$ cat config.mk
export PLATFORM = sky130hd
export DESIGN_NAME = switch_box_config_loader
export DESIGN_NICKNAME = d
export VERILOG_FILES = /design/src/rtl/switch_box_config_loader.sv
export SDC_FILE = /design/constraint.sdc
export NUM_CORES = 1
export LEC_CHECK = 0
export BUFFER_PORTS_ARGS = -buffer_cell sky130_fd_sc_hd__buf_2
export CAP_MARGIN = 20
export CORE_MARGIN = 2
export CORE_UTILIZATION = 40
export DETAILED_ROUTE_END_ITERATION = 12
export GPL_ROUTABILITY_DRIVEN = 1
export PLACE_DENSITY = 0.69
export SYNTH_ARGS = -nofsm -noshare
export SYNTH_HDL_FRONTEND = slang
export SYNTH_SLANG_ARGS = --single-unit
$ cat constraint.sdc
create_clock -name clk -period 2.9 [get_ports clk]
set_input_delay 0.29 -clock clk [delete_from_list [all_inputs] [get_ports clk]]
set_output_delay 0.29 -clock clk [all_outputs]
set_load 0.02 [all_outputs]
$ cat src/rtl/switch_box_config_loader.sv
// Configuration loader for one universal switch box: assembles a word stream into a
// shadow register and commits it atomically to the active configuration vector.
module switch_box_config_loader #(
    parameter int WS = 7,
    parameter int WD = 6,
    parameter int DW = 8
) (
    input  logic                        clk,
    input  logic                        rst,
    input  logic                        cfg_valid,
    output logic                        cfg_ready,
    input  logic [DW-1:0]               cfg_data,
    input  logic                        cfg_last,
    output logic [WS*6+(WD/2)*6-1:0]    c,
    output logic                        c_valid,
    output logic                        load_error,
    output logic                        busy
);

    localparam int CW   = WS * 6 + (WD / 2) * 6;
    localparam int NW   = (CW + DW - 1) / DW;
    localparam int CNTW = (NW > 1) ? $clog2(NW) : 1;
    localparam int SW   = NW * DW;
    localparam logic [CNTW-1:0] LAST_IDX = CNTW'(NW - 1);

    typedef enum logic [1:0] {
        IDLE   = 2'd0,
        LOAD   = 2'd1,
        COMMIT = 2'd2,
        DRAIN  = 2'd3
    } state_t;

    state_t            state_q, state_d;
    logic [CNTW-1:0]   cnt_q, cnt_d;
    logic [SW-1:0]     shadow_q, shadow_d;
    logic [CW-1:0]     c_q, c_d;
    logic              c_valid_q, c_valid_d;
    logic              load_error_q, load_error_d;
    logic              cfg_ready_q, cfg_ready_d;
    logic              busy_q, busy_d;
    logic              accept_s;

    assign accept_s = cfg_valid && cfg_ready_q;

    // Frame sequencing, shadow assembly and commit decision
    always_comb begin
        state_d      = state_q;
        cnt_d        = cnt_q;
        shadow_d     = shadow_q;
        c_d          = c_q;
        c_valid_d    = 1'b0;
        load_error_d = load_error_q;
        case (state_q)
            IDLE: begin
                if (accept_s) begin
                    shadow_d[DW-1:0] = cfg_data;
                    if (cfg_last) begin
                        if (NW == 1) begin
                            state_d = COMMIT;
                        end else begin
                            load_error_d = 1'b1;
                        end
                    end else if (NW == 1) begin
                        // Single-word frames have no LOAD phase: a missing last is a long frame.
                        load_error_d = 1'b1;
                        state_d      = DRAIN;
                    end else begin
                        state_d = LOAD;
                        cnt_d   = CNTW'(1);
                    end
                end else begin
                    state_d = IDLE;
                end
            end
            LOAD: begin
                if (accept_s) begin
                    shadow_d[int'(cnt_q) * DW +: DW] = cfg_data;
                    if (cfg_last) begin
                        if (cnt_q == LAST_IDX) begin
                            state_d = COMMIT;
                        end else begin
                            load_error_d = 1'b1;
                            state_d      = IDLE;
                        end
                    end else if (cnt_q == LAST_IDX) begin
                        load_error_d = 1'b1;
                        state_d      = DRAIN;
                    end else begin
                        cnt_d = cnt_q + CNTW'(1);
                    end
                end else begin
                    state_d = LOAD;
                end
            end
            COMMIT: begin
                c_d          = shadow_q[CW-1:0];
                c_valid_d    = 1'b1;
                load_error_d = 1'b0;
                state_d      = IDLE;
            end
            DRAIN: begin
                if (accept_s && cfg_last) begin
                    state_d = IDLE;
                end else begin
                    state_d = DRAIN;
                end
            end
            default: begin
                state_d = IDLE;
            end
        endcase
        // Handshake and status flags are registered from the next state so they track state_q
        cfg_ready_d = (state_d != COMMIT);
        busy_d      = (state_d != IDLE);
    end

    // State, shadow and output registers with synchronous reset
    always_ff @(posedge clk) begin
        if (rst) begin
            state_q      <= IDLE;
            cnt_q        <= '0;
            shadow_q     <= '0;
            c_q          <= '0;
            c_valid_q    <= 1'b0;
            load_error_q <= 1'b0;
            cfg_ready_q  <= 1'b1;
            busy_q       <= 1'b0;
        end else begin
            state_q      <= state_d;
            cnt_q        <= cnt_d;
            shadow_q     <= shadow_d;
            c_q          <= c_d;
            c_valid_q    <= c_valid_d;
            load_error_q <= load_error_d;
            cfg_ready_q  <= cfg_ready_d;
            busy_q       <= busy_d;
        end
    end

    assign cfg_ready  = cfg_ready_q;
    assign c          = c_q;
    assign c_valid    = c_valid_q;
    assign load_error = load_error_q;
    assign busy       = busy_q;

endmodule

# After elaboration in Yosys (flattened, before gate mapping)
# Index checks and enable logic that the tools add are counted.
[totals]
regBits = 133
input_bits = 12
out_inout_bits = 64
elab_cells = 62
[classes]
addsub = 2
eq_ne = 13
shift = 2
n_mux = 26
reduce_logical = 10
[op_table]
columns = ["operator", "count"]
rows = [
  ["$bwmux 64", 1],
  ["$shift 8x33->64 const A", 1],
  ["$shiftx 8x33->64", 1],
  ["$neg 6->33", 1],
  ["$mux 8", 2],
  ["$pmux 8 s2", 1],
  ["$mux 3", 5],
  ["$mux 2", 7],
  ["$ne 2x2->1 const B", 7],
  ["$reduce_and 6->1", 2],
  ["$pmux 2 s4", 1],
  ["$mux 1", 7],
  ["$ne 3x3->1 const B", 2],
  ["$pmux 3 s2", 1],
  ["$eq 2x2->1 const B", 2],
  ["$reduce_bool 2->1", 2],
  ["$add 3x1->3 const B", 1],
  ["$eq 3x3->1 const B", 1],
  ["$pmux 1 s3", 1],
  ["$reduce_and 3->1", 1],
  ["$reduce_bool 3->1", 1],
  ["$eq 2x1->1 const B", 1],
  ["$logic_and 1x1->1", 2],
  ["$logic_not 2->1", 1],
  ["$reduce_and 2->1", 1],
]

# Longest topological paths before layout
[depth]
word_depth = 6
ltp_mapped = 9
mapped_depth_nobuf = 6

# Least setup slack after synthesis
# OpenSTA, ideal clock, no wires.
[synth_path]
kind = "register to register"
startpoint = "register cnt_q[0]"
endpoint = "register shadow_q[32]"
setup_time_ps = 132
arrival_time_ps = 2042
required_time_ps = 2768
setup_slack_ps = 726
stages_incl_launch_ff = 10
n_path_buf = 3
synth_period_minus_slack_ps = 2174
cell_sequence = "dfxtp_1 -> buf_6 -> inv_1 -> ha_1 -> ha_1 -> buf_4 -> or4b_1 -> buf_2 -> o31ai_1 -> a21oi_1"
[synth_between]
elab_chain_len = 3
elab_cells_between_ends = 4
cone_classes = "1 x add/sub; 2 x shift; 1 x mux"
[synth_rtl]
columns = ["item", "line", "text"]
rows = [
  ["from (decl)", "34", "logic [CNTW-1:0] cnt_q, cnt_d;"],
  ["from (signal assigned)", "130", "cnt_q <= cnt_d;"],
  ["$neg 6->33 *", "77", "shadow_d[int'(cnt_q) * DW +: DW] = cfg_data;"],
  ["$shiftx 8x33->64 / $shift 8x33->64 (equally long branches)", "77", ""],
  ["$bwmux 64 *", "77", ""],
  ["to (signal assigned)", "131", "shadow_q <= shadow_d;"],
  ["to (decl)", "35", "logic [SW-1:0] shadow_q, shadow_d;"],
]
# Mark *: on every way between the ends. The rest lies on a longest branch, timed or not.
# A chain may end at the register's enable or synchronous reset.

# Worst setup path in the final report
[layout_path]
startpoint = "register cnt_q[0]"
endpoint = "register shadow_q[28]"
# Same word-level chain as after synthesis.

==> results.py <==
metrics = {
    "global_routing": {
        "grt_pass1_vias": 4275,
        "grt_pass1_wl_um": 21200,
        "grt.total_usage_pct": 18.5,
        "grt_max_degree": 91,
        "overflow": 0,
        "antenna_found_initial": 0,
    },
    "floorplanning": {
        "die_y_um": 121,
        "num_rows": 42,
        "start_util_pct": 41.0,
        "dieArea_mm2": 0.0145,
        "die_w_um": 121,
        "pin_count": 76,
        "core_area_mm2": 0.0132,
    },
    "cts": {
        "numCtsBuffers": 17,
        "cts_setup_buffers": 0,
        "root_buffer": "clkbuf_16",
        "clkSlewWorstSetupHoldPaths_ns": 0.05,
        "hold_buffers": 0,
        "cts.path.max_buffers": 2,
        "clk-insertion-delay-late_ns": 0.41,
        "cts.sinks": 129,
        "postCtsResizedCells": 0,
        "cts_tree": "done",
        "h-tree-depth": 4,
    },
    "sta": {
        "worstMarginPinSlew_ns": 0.843,
        "period_share_pct": 86.4,
        "skew_ns": 0.00798,
        "grt_setup_unrepaired": "no",
        "maxSlewHeadroom_pct": 43.6,
        "post-route-min-period_ns": 2.50,
        "setup_viol": 0,
        "tns_ns": 0,
        "fmax_mhz": 399,
        "slew_viol_final": 0,
        "hold_viol_final": 0,
    },
    "pwr": {
        "p_leak_nw": 2.51,
        "cellPowerDensity_mw_per_mm2": 625,
        "fin_total_pwr_mw": 4.07,
        "ir_drop_mv": 0.383,
    },
    "drt": {
        "drt-initial-drc-count": 368,
        "drc": 0,
        "avgViaCountPerCell": 5.16,
        "antenna_left": 0,
        "num_vias": 4434,
        "wirelength_um": 12800,
        "drtPass1Iterations": 4,
        "drt-wirelength-per-cell_um": 14.9,
    },
    "worst_setup_path": {
        "crit_path_top_delay_cell": "nor4bb_1",
        "crit_family": "simple AND/OR/NAND/NOR gates",
        "r2r_cells": 7,
        "r2r_slack_ns": 0.40,
        "cp_num_buf_inv": 2,
        "startpoint_type": "flip-flop",
        "crit_chain": "inv_1 > ha_1 > ha_1 > buf_4 > nor4bb_1 > nand2_1 > mux2i_1",
        "max_stage_delay_ns": 0.63,
        "critical_path.most_common_cell": "ha_1",
        "arrival_ns": 2.84,
        "endpoint_kind": "flip-flop",
        "worstSetupPathType": "reg2reg",
        "reg2reg_from": "cnt_q[0]",
        "required_ns": 3.24,
        "crit_fanout": 13,
        "r2r-end": "shadow_q[28]",
    },
    "finish": {
        "layout-drive-gt1-share_pct": 19.3,
        "finish.net_count": 689,
        "area_growth_pct": 19.7,
        "diodes": 0,
        "final_util_pct": 49.1,
    },
    "placement": {
        "dp_hpwl_um": 8700,
        "place.port_buffers": 75,
        "routabilityCongestion": 0.890,
    },
    "synth": {
        "syn_nets": 633,
        "synth_edf_count": 0,
        "synth_xor_area_share_pct": 0,
        "async_flop_share_pct": 0,
        "synth-seq-cells": 129,
        "synth_area_mm2": 0.00544,
        "synth_common_cells": "nand2_1 (154), dfxtp_1 (129), a21oi_1 (74)",
        "synth_compound_area_share_pct": 9.97,
        "synth.yosys.warnings": 0,
        "synth_fa_ha_area_share_pct": 1.38,
        "synthFlopType": "dfxtp_1",
        "synth_top_cell_area_share_pct": 47.5,
        "synth_top_family_by_area": "simple AND/OR/NAND/NOR gates",
        "synthSimpleGateAreaFrac_pct": 28.7,
        "syn_inst": 615,
        "yosysMostFrequentCell": "nand2_1",
        "syn_area_per_cell_um2": 8.84,
        "ys_seq_area_share_pct": 47.5,
        "synth.area.top_cells": "dfxtp_1 (48%), nand2_1 (11%), mux2i_1 (8.1%)",
        "yosysTopAreaCell": "dfxtp_1",
        "yosysUniqueCellTypes": 42,
        "synthMuxAreaShare_pct": 8.10,
    },
    "run": {
        "cap_violations": 0,
    },
    "hold_path": {
        "hold_path.class": "in2reg",
        "hold_path.startpoint": "cfg_data[7]",
        "hold_path_depth": 3,
        "min_to": "shadow_q[39]",
    },
    "run_status": {
        "status": "completed",
    },
}
==> logic make-up (layout without fill, tap and decap cells) <==
group | count (synthesis) | after routing
fa+ha+maj | 6 | 6
simple gates | 287 | 287
compound gates | 96 | 96
buf+inv | 53 | 122
flops | 129 | 129
mux | 44 | 44
==> layer usage <==
layer | GRT usage [%] | routed length (µm) | vias up
met4 | 7.78 | 281 | 0
li1 | - | - | 2217
met1 | 23.7 | 5800 | 2079
met3 | 5.19 | 630 | 20
met5 | 0 | 0 | -
met2 | 29.1 | 6080 | 118
==> sequential cells by signal, indices dropped and copies added (netlist names) <==
register,count
state_q,2
cfg_ready,1
busy,1
cnt_q,3
c_valid,1
load_error,1
c,60
shadow_q,60
==> power by group <==
part	leakage [nW]	internal (mW)	switching [mW]	total, mW
Sequential	1.04	1.79	0.0153	1.81
Combinational	1.19	0.0638	0.120	0.184
Clock	0.285	1.35	0.725	2.08
==> worst register-to-register path, cell delays in order (launching register included) <==
cell	delay, ns
dfxtp_1	0.60
inv_1	0.14
ha_1	0.25
ha_1	0.31
buf_4	0.21
nor4bb_1	0.63
nand2_1	0.12
mux2i_1	0.17
==> worst max path at each step <==
stage | startpoint | to | slack (ns) | depth (start not counted)
floorplan | cnt_q[0] | shadow_q[32] | 0.73 | 9
global placement | cnt_q[0] | shadow_q[39] | 0.61 | 6
detailed placement | cnt_q[0] | shadow_q[37] | 0.41 | 6
CTS | cnt_q[0] | shadow_q[37] | 0.39 | 6
global route | cnt_q[0] | shadow_q[28] | 0.13 | 7
finish | cnt_q[0] | shadow_q[28] | 0.40 | 7
==> per-stage QoR <==
stage                     instance area [µm²]  worst slack (ns)  hold slack, ns  instances
final                                    6510             0.396           0.163        860
after global routing                     6510             0.134           0.166        860
after CTS                                6510             0.392           0.150        860
after detailed placement                 5930             0.411           0.447        828
after global placement                   5930             0.606           0.443        828
after floorplan                          5440             0.726           0.432        615
==> area by class of cell <==
| cell class | count | area (µm²) |
|---|---|---|
| Fill cell | 1328 | 6740 |
| Multi-Input combinational cell | 433 | 2640 |
| Sequential cell | 129 | 2580 |
| Clock buffer | 27 | 503 |
| Timing Repair Buffer | 87 | 480 |
| Tap cell | 176 | 220 |
| Clock inverter | 5 | 75.1 |
| Inverter | 3 | 11.3 |
==> placed cells by master, fill, tap and decap left out, drive strengths merged, types with 2 or more instances in the layout <==
cell	n
nor3b	3
nand2	154
nor2b	10
o21ai	2
and4	2
nor3	3
and3b	2
a21o	2
nor2	5
dfxtp	129
mux2i	44
inv	3
or4b	9
clkbuf	27
nand4	29
bufinv	2
buf	87
nand3b	11
nand4b	2
clkinv	3
o31ai	8
nor4b	5
a21oi	74
nand2b	46
ha	6
a211o	8
No activity file was read; power rests on OpenSTA's default activity.
